### src/rtl/mem_lsu.sv
// Memory-access stage: ALU pass-through, req/ack load/store bus, big-endian byte lanes.
// Optional macro MEM_ALIGN_EXC_EN turns misaligned halfword/word accesses into an excp_o pulse.
module mem_lsu #(
    parameter int ADDR_W = 32,
    parameter int DATA_W = 32
) (
    input  logic              clk,
    input  logic              rst,
    input  logic [4:0]        mem_rw_i,
    input  logic              mem_wreg_i,
    input  logic [DATA_W-1:0] mem_wdata_i,
    input  logic [2:0]        mem_op_i,
    input  logic [ADDR_W-1:0] mem_addr_i,
    input  logic [DATA_W-1:0] mem_sdata_i,
    output logic              dbus_req,
    output logic              dbus_we,
    output logic [ADDR_W-1:0] dbus_addr,
    output logic [3:0]        dbus_sel,
    output logic [DATA_W-1:0] dbus_wdata,
    input  logic              dbus_ack,
    input  logic [DATA_W-1:0] dbus_rdata,
    output logic              stall_req,
    output logic [4:0]        wb_rw,
    output logic              wb_wreg,
    output logic [DATA_W-1:0] wb_wdata,
    output logic              excp_o
);

    typedef enum logic [2:0] {
        OP_NONE = 3'd0, OP_LB = 3'd1, OP_LBU = 3'd2, OP_LH = 3'd3,
        OP_LHU  = 3'd4, OP_LW = 3'd5, OP_SB  = 3'd6, OP_SW = 3'd7
    } mem_op_e;

    typedef enum logic {S_IDLE, S_WAIT} state_e;

    state_e            state;
    mem_op_e           op;
    mem_op_e           op_q;
    logic [1:0]        lo_q;
    logic              misalign;
    logic [3:0]        sel_c;
    logic [DATA_W-1:0] wdata_c;
    logic [7:0]        byte_v;
    logic [15:0]       half_v;
    logic [DATA_W-1:0] load_data;

    assign op = mem_op_e'(mem_op_i);

    // NOTE: every combinational output gets a default first so no path leaves it unassigned (no latch).
    always_comb begin
        misalign = 1'b0;
`ifdef MEM_ALIGN_EXC_EN
        if ((op == OP_LH || op == OP_LHU) && mem_addr_i[0])
            misalign = 1'b1;
        if ((op == OP_LW || op == OP_SW) && mem_addr_i[1:0] != 2'b00)
            misalign = 1'b1;
`endif
    end

    always_comb begin
        sel_c   = 4'b0000;
        wdata_c = mem_sdata_i;
        case (op)
            OP_LB, OP_LBU, OP_SB: sel_c = 4'b1000 >> mem_addr_i[1:0];
            OP_LH, OP_LHU:        sel_c = mem_addr_i[1] ? 4'b0011 : 4'b1100;
            OP_LW, OP_SW:         sel_c = 4'b1111;
            default:              sel_c = 4'b0000;
        endcase
        if (op == OP_SB)
            wdata_c = {4{mem_sdata_i[7:0]}};
    end

    // Lane pick uses the low address bits captured at request time; the bus address is word-aligned.
    always_comb begin
        case (lo_q)
            2'd0:    byte_v = dbus_rdata[31:24];
            2'd1:    byte_v = dbus_rdata[23:16];
            2'd2:    byte_v = dbus_rdata[15:8];
            default: byte_v = dbus_rdata[7:0];
        endcase
        half_v = lo_q[1] ? dbus_rdata[15:0] : dbus_rdata[31:16];
        case (op_q)
            OP_LB:   load_data = {{24{byte_v[7]}}, byte_v};
            OP_LBU:  load_data = {24'd0, byte_v};
            OP_LH:   load_data = {{16{half_v[15]}}, half_v};
            OP_LHU:  load_data = {16'd0, half_v};
            default: load_data = dbus_rdata;
        endcase
    end

    always_comb begin
        if (state == S_IDLE)
            stall_req = (op != OP_NONE) && !misalign;
        else
            stall_req = !dbus_ack;
    end

`ifdef MEM_ALIGN_EXC_EN
    logic excp_q;
    assign excp_o = excp_q;
`else
    assign excp_o = 1'b0;
`endif

    // NOTE: sequential state uses non-blocking assignments so every flop samples pre-edge values.
    always_ff @(posedge clk) begin
        if (rst) begin
            state      <= S_IDLE;
            dbus_req   <= 1'b0;
            dbus_we    <= 1'b0;
            dbus_addr  <= '0;
            dbus_sel   <= 4'b0000;
            dbus_wdata <= '0;
            wb_rw      <= 5'd0;
            wb_wreg    <= 1'b0;
            wb_wdata   <= '0;
            op_q       <= OP_NONE;
            lo_q       <= 2'b00;
`ifdef MEM_ALIGN_EXC_EN
            excp_q     <= 1'b0;
`endif
        end else begin
`ifdef MEM_ALIGN_EXC_EN
            excp_q <= 1'b0;
`endif
            case (state)
                S_IDLE: begin
                    if (op == OP_NONE) begin
                        wb_rw    <= mem_rw_i;
                        wb_wreg  <= mem_wreg_i;
                        wb_wdata <= mem_wdata_i;
                    end else if (misalign) begin
                        wb_wreg <= 1'b0;
`ifdef MEM_ALIGN_EXC_EN
                        excp_q  <= 1'b1;
`endif
                    end else begin
                        state      <= S_WAIT;
                        dbus_req   <= 1'b1;
                        dbus_we    <= (op == OP_SB) || (op == OP_SW);
                        dbus_addr  <= {mem_addr_i[ADDR_W-1:2], 2'b00};
                        dbus_sel   <= sel_c;
                        dbus_wdata <= wdata_c;
                        wb_wreg    <= 1'b0;
                        op_q       <= op;
                        lo_q       <= mem_addr_i[1:0];
                    end
                end
                default: begin
                    if (dbus_ack) begin
                        dbus_req <= 1'b0;
                        state    <= S_IDLE;
                        if (op_q != OP_SB && op_q != OP_SW) begin
                            wb_rw    <= mem_rw_i;
                            wb_wreg  <= 1'b1;
                            wb_wdata <= load_data;
                        end else begin
                            wb_wreg <= 1'b0;
                        end
                    end else begin
                        wb_wreg <= 1'b0;
                    end
                end
            endcase
        end
    end

endmodule

### config.mk
export PLATFORM = sky130hd
export DESIGN_NAME = mem_lsu
export DESIGN_NICKNAME = d
export VERILOG_FILES = /design/src/rtl/mem_lsu.sv
export SDC_FILE = /design/constraint.sdc
export NUM_CORES = 1
export LEC_CHECK = 0
export CAP_MARGIN = 20
export CORE_MARGIN = 1
export CORE_UTILIZATION = 25
export DETAILED_ROUTE_END_ITERATION = 8
export SLEW_MARGIN = 5
export SYNTH_ARGS = -nofsm -noshare
export SYNTH_HDL_FRONTEND = slang
export SYNTH_SLANG_ARGS = --single-unit
export TNS_END_PERCENT = 30
### constraint.sdc
create_clock -name clk -period 3.9 [get_ports clk]
set_input_delay 0.78 -clock clk [delete_from_list [all_inputs] [get_ports clk]]
set_output_delay 0.78 -clock clk [all_outputs]
set_load 0.005 [all_outputs]
==> run_results.csv, run 1 <==
group,metric,value,unit
run_status,status,"complete, no violations",
global_route,grt_pass1_vias,4968,
synth,yosysMostFrequentCell,"nand2_1",
global_route,antenna_found_initial,0,
power_and_ir_drop,power_density,384,nW/um^2
place,portBuffers,246,
setup_path,cp_data_arrival_time,2450,ps
synth,yosysTopAreaCell,"dfxtp_1",
setup_path,reg2reg_from,"state",
setup_path,critPathMaxFanout,9,
timing,maxSlewHeadroom,23.2,%
clock_network,cts_setup_buffers,0,
setup_path,cp_num_buf_inv,2,
timing,hold_violations,0,
cells_and_area,n_antenna_cell,0,
clock_network,clock-sinks,112,
synth,synth_area,4970,sq um
min_path,min_from,"wb_rw[1]",
cells_and_area,seq_area,2240,sq um
detailed_routing,drtIter0Drc,232,
floorplanning,initial_core_util,25.6,%
min_path,hold_path.class,"register to register",
floorplanning,die_w,143,um
floorplanning,pin_count,250,
cells_and_area,fin_util,40.7,%
synth,synth_ff_type,"dfxtp_1",
clock_network,clockRootBuffer,"clkbuf_16",
setup_path,reg2reg_to,"wb_wdata[18]",
setup_path,cp-start-kind,"primary input",
timing,fin_crit_sh,82.9,%
clock_network,holdBufCountCts,0,
setup_path,cp_cell_sequence,"clkdlybuf4s50_1, nor4_4, a21oi_1, clkdlybuf4s50_1",
clock_network,clock_path_buffers,2,
cells_and_area,fin_nets,985,
timing,fin_ws,666,ps
synth,synth.avg_cell_area,7.91,sq um
timing,slew_violations,0,
clock_network,cts_tree,"yes",
detailed_routing,wl_per_cell,16.6,um
run,maxCapViolCount,0,
place,gp_congestion,0.809,
power_and_ir_drop,p_leak,0.00286,uW
power_and_ir_drop,p_int,2190,uW
timing,skew,5.92,ps
timing,holdWs,454,ps
setup_path,slowest_stage,"clkdlybuf4s50_1",
setup_path,cp_common_cell,"clkdlybuf4s50_1",
timing,setup_viol,0,
synth,ys_types,48,
cells_and_area,drive_gt1_share,6.35,%
place,dp.final_hpwl,13200,um
clock_network,cts_buffers,9,
cells_and_area,multi_input_area,2460,sq um
min_path,hold_end,"wb_rw[1]",
setup_path,crit_required,3120,ps
synth,synthCells,629,
power_and_ir_drop,seqPwrFrac,42.6,%
detailed_routing,firstDrtPassIters,4,
synth,ys_ff_latch,112,
timing,worst_pin_slew,1150,ps
cells_and_area,fill_cells,2014,
clock_network,post_cts_resized,0,
detailed_routing,drc,0,
floorplanning,coreArea,19500,sq um
synth,synthArstFlopShare,0,%
floorplanning,dieArea,20500,sq um
detailed_routing,drtAntennaViolNets,0,
timing,layout_min_cycle_time,3230,ps
setup_path,r2r_slack,1550,ps
power_and_ir_drop,switching_share,28.0,%
setup_path,cp_top_family,"buffers and inverters",
timing,rsz0062_at_grt,"false",
power_and_ir_drop,max-vdd-ir-drop,0.213,mV
setup_path,startpoint,"mem_op_i[2]",
setup_path,cpPeakStageDelay,580,ps
setup_path,path_class,"primary input to primary output",
global_route,grt_max_degree,58,
cells_and_area,synthToLayoutAreaGrowth,59.4,%
synth,ys_seq_area_share,45.1,%
synth,synthTopCellsByCount,"156 x nand2_1, 112 x dfxtp_1, 81 x a21oi_1, 54 x nor2_1, 34 x o21ai_0",
setup_path,crit_path_end_kind,"primary output",
clock_network,clk_latency,360,ps
floorplanning,fp.dieH,143,um
synth,synth_edf_count,0,
timing,fin_setup_tns,0,ps
min_path,hold_depth,2,
floorplanning,rows,51,
timing,fmax,0.309,GHz
synth,synth_warnings,0,
detailed_routing,vias,5335,
global_route,grt_usage,18.0,%
clock_network,clk_pin_slew_worst_paths,80,ps
synth,synth.top_cell.area_share,45.1,%
power_and_ir_drop,pwr-share-clk,33.8,%
power_and_ir_drop,switchingPower,854,uW
clock_network,cts_max_level,3,
power_and_ir_drop,comb_power_share,23.6,%
setup_path,r2r_cells,6,
global_route,grt.overflow.total,0,
synth,synth_area_leaders,"dfxtp_1 45%, nand2_1 12%, a21oi_1 8.2%",
place,dp_slack,540,ps
detailed_routing,finalWirelength,18500,um
detailed_routing,vias_per_cell,4.78,
global_route,grt_pass1_wl,28100,um
[worst max path at each step]
stage | end | slack, ps | cells past startpoint
4_1_cts | stall_req | 650 | 4
3_3_place_gp | dbus_sel[1] | 550 | 7
2_1_floorplan | stall_req | 1780 | 3
3_5_place_dp | dbus_sel[1] | 540 | 7
5_1_grt | stall_req | 500 | 4
6_report | stall_req | 670 | 4
[worst register-to-register path: cells and delay by family, from the launching register on]
family / cells / cell delay (ps)
flops: 1 / 470
compound gates: 2 / 530
simple gates: 2 / 420
buf+inv: 2 / 850
[power groups by stage]
stage	Clock, uW	Sequential [uW]	Combinational (uW)
2_1_floorplan	0	1320	315
3_3_place_gp	0	1320	726
3_5_place_dp	0	1320	725
4_1_cts	1070	1300	729
5_1_grt	1110	1310	791
6_report	1030	1300	720
[logic make-up (layout without fill, tap and decap cells)]
kind of cell	count (synthesis)	after routing	share of synthesized area, %
AO/OA/AOI/OAI	183	183	24.7
multiplexers	10	10	2.29
other	1	3	0.0754
AND/OR/NAND/NOR	262	262	22.0
flip-flops	112	112	45.1
XOR/XNOR	1	1	0.176
buffers and inverters	60	279	5.69
[stage by stage]
stage | cell area, sq um | total power, uW | instances
after floorplan | 4980 | 1630 | 631
after global placement | 7610 | 2050 | 1099
after detailed placement | 7610 | 2050 | 1099
after CTS | 7930 | 3100 | 1115
after global routing | 7930 | 3210 | 1115
final | 7930 | 3050 | 1115
[registers in the layout, indices dropped and copies added, names as in the netlist]
| signal | flops |
|---|---|
| dbus_sel | 4 |
| op_q | 3 |
| wb_wreg | 1 |
| dbus_addr | 30 |
| dbus_req | 1 |
| state | 1 |
| lo_q | 2 |
| wb_wdata | 32 |
| dbus_wdata | 32 |
| dbus_we | 1 |
| wb_rw | 5 |
[cell type report]
type                            instances  area share, %
Clock buffer                           10           2.89
Clock inverter                          6           1.17
Inverter                                5          0.237
Multi-Input combinational cell        459           31.1
Sequential cell                       112           28.3
Tap cell                              265           4.18
Timing Repair Buffer                  258           32.2
[cells in the final DEF (no fill, tap or decap), drive strengths merged, types with 3 or more instances in the layout]
cell type	count
a311oi	8
mux2i	8
o2bb2ai	7
nor2	55
a21oi	82
o221ai	6
dfxtp	112
buf	13
clkdlybuf4s50	245
nand2b	3
a211oi	4
nor3	32
o21ai	34
nand2	156
conb	3
clkbuf	10
a31o	6
nor2b	4
a22oi	4
a221oi	24
inv	6
[routing by layer]
layer	routed length, um	track usage, %	up-vias
li1	-	-	2625
met1	8460	23.8	2482
met2	8190	27.8	209
met3	1530	4.59	19
met4	367	6.79	0
met5	0	0	-
No activity file was read; power rests on OpenSTA's default activity.
==> inputs of run 2 (changes only) <==
==> constraint.sdc (replaced) <==
create_clock -name clk -period 3.3 [get_ports clk]
set_input_delay 0.66 -clock clk [delete_from_list [all_inputs] [get_ports clk]]
set_output_delay 0.66 -clock clk [all_outputs]
set_load 0.005 [all_outputs]
==> run_results.csv, run 2 (synthesized netlist as in run 1, its figures left out) <==
group,metric,value,unit
run_status,status,"complete, no violations",
timing,skew,7.55,ps
setup_path,r2r_slack,990,ps
timing,setup_viol,0,
power_and_ir_drop,max-vdd-ir-drop,0.241,mV
setup_path,cp-start-kind,"primary input",
clock_network,clock-sinks,112,
cells_and_area,mostFrequentLayoutCells,"245 x clkdlybuf4s50_1, 156 x nand2_1, 111 x dfxtp_1",
cells_and_area,n_antenna_cell,0,
cells_and_area,multi_input_area,2460,sq um
setup_path,crit_required,2640,ps
cells_and_area,synthToLayoutAreaGrowth,59.7,%
cells_and_area,fill_cells,1991,
detailed_routing,firstDrtPassIters,5,
power_and_ir_drop,p_int,2450,uW
place,placed_cell_area,7660,sq um
cells_and_area,fin_util,40.8,%
floorplanning,pin_count,250,
timing,maxSlewHeadroom,35.8,%
setup_path,crit_end,"stall_req",
global_route,grt_max_degree,79,
floorplanning,rows,51,
detailed_routing,finalWirelength,18400,um
clock_network,cts_max_level,3,
detailed_routing,drtIter0Drc,292,
clock_network,clockRootBuffer,"clkbuf_16",
global_route,grt_pass1_wl,27700,um
place,dp.final_hpwl,13200,um
setup_path,cp_data_arrival_time,2200,ps
setup_path,startpoint,"mem_op_i[2]",
setup_path,r2r_cells,5,
cells_and_area,drive_gt1_share,6.91,%
detailed_routing,drc,0,
detailed_routing,wl_per_cell,16.4,um
timing,hold_violations,0,
cells_and_area,final_common_cell,"clkdlybuf4s50_1",
cells_and_area,largestRegisters,"dbus_wdata (32), wb_wdata (32), dbus_addr (30)",
clock_network,clk_pin_slew_worst_paths,80,ps
global_route,grt_usage,17.7,%
timing,worst_pin_slew,960,ps
setup_path,path_class,"primary input to primary output",
floorplanning,die_w,143,um
global_route,grt.overflow.total,0,
clock_network,holdBufCountCts,0,
floorplanning,dieArea,20500,sq um
setup_path,cp_common_cell,"clkdlybuf4s50_1",
power_and_ir_drop,p_leak,0.00288,uW
power_and_ir_drop,pwr-share-clk,31.0,%
timing,slew_violations,0,
min_path,hold_path.class,"register to register",
power_and_ir_drop,comb_power_share,24.9,%
power_and_ir_drop,switching_share,29.3,%
clock_network,clk_latency,350,ps
power_and_ir_drop,seqPwrFrac,44.1,%
clock_network,clock_path_buffers,2,
global_route,antenna_found_initial,0,
setup_path,reg2reg_to,"wb_wdata[23]",
setup_path,cp_cell_sequence,"clkdlybuf4s50_1, nor4_4, a21oi_1, clkdlybuf4s50_1",
min_path,min_from,"dbus_addr[15]",
power_and_ir_drop,power_density,436,nW/um^2
place,gp_congestion,0.807,
floorplanning,fp.dieH,143,um
setup_path,cpPeakStageDelay,500,ps
timing,fin_setup_tns,0,ps
floorplanning,coreArea,19500,sq um
detailed_routing,vias,5340,
timing,fin_crit_sh,86.6,%
setup_path,critPathMaxFanout,4,
setup_path,crit_path_end_kind,"primary output",
timing,fmax,0.350,GHz
cells_and_area,design_area,7950,sq um
cells_and_area,seq_area,2240,sq um
place,portBuffers,246,
power_and_ir_drop,switchingPower,1010,uW
clock_network,cts_buffers,9,
setup_path,reg2reg_from,"op_q[1]",
setup_path,slowest_stage,"clkdlybuf4s50_1",
floorplanning,initial_core_util,25.6,%
clock_network,cts_setup_buffers,0,
clock_network,cts_tree,"yes",
detailed_routing,drtAntennaViolNets,0,
run,maxCapViolCount,0,
cells_and_area,fin_nets,989,
timing,layout_min_cycle_time,2860,ps
clock_network,post_cts_resized,0,
timing,rsz0062_at_grt,"false",
global_route,grt_pass1_vias,4929,
detailed_routing,vias_per_cell,4.77,
run 2: cell count changes in the layout (fill, tap and decap cells not counted), sizes merged:
cell | previous run | this run
clkinv | 2 | 5
inv | 6 | 7
clkinvlp | 1 | 0
bufinv | 2 | 0
buf | 13 | 17
clkbuf | 10 | 9
run 2: layout make-up:
| class | count | area share (%) |
|---|---|---|
| Timing Repair Buffer | 262 | 32.8 |
| Tap cell | 265 | 4.17 |
| Clock inverter | 7 | 0.724 |
| Inverter | 5 | 0.236 |
| Sequential cell | 112 | 28.2 |
| Clock buffer | 9 | 2.83 |
| Multi-Input combinational cell | 459 | 31.0 |
run 2: worst min-delay path by stage:
stage / endpoint / slack, ps / depth (start not counted)
2_1_floorplan: wb_rw[0] / 450 / 2
3_3_place_gp: dbus_addr[6] / 440 / 2
3_5_place_dp: dbus_addr[6] / 450 / 2
4_1_cts: dbus_addr[15] / 460 / 2
5_1_grt: dbus_addr[10] / 480 / 2
6_report: dbus_addr[15] / 460 / 2
run 2: stage by stage:
step	hold slack, ps	power [uW]	worst slack, ps	cells
floorplan	448	1930	1330	631
global placement	441	2430	332	1103
detailed placement	446	2430	317	1103
CTS	457	3540	391	1119
global route	477	3670	328	1119
finish	455	3470	441	1119
run 2: power by group through the flow:
| stage | clock network [uW] | registers [uW] | logic (uW) |
|---|---|---|---|
| after global routing | 1180 | 1540 | 949 |
| final | 1070 | 1530 | 864 |
| after floorplan | 0 | 1550 | 372 |
| after CTS | 1140 | 1530 | 874 |
| after global placement | 0 | 1560 | 869 |
| after detailed placement | 0 | 1560 | 869 |
run 2: worst max-delay path, delay by kind of cell:
| family | cells | cell delay [ps] |
|---|---|---|
| AO/OA/AOI/OAI | 1 | 70 |
| buffers and inverters | 2 | 980 |
| AND/OR/NAND/NOR | 1 | 480 |
run 2: routing by layer:
metal	vias to the layer above	GRT usage [%]	share of wire, %
met2	216	28.1	45
met5	-	0	0
met4	0	4.36	1.2
met3	18	6.20	9.4
li1	2634	-	-
met1	2472	22.6	44
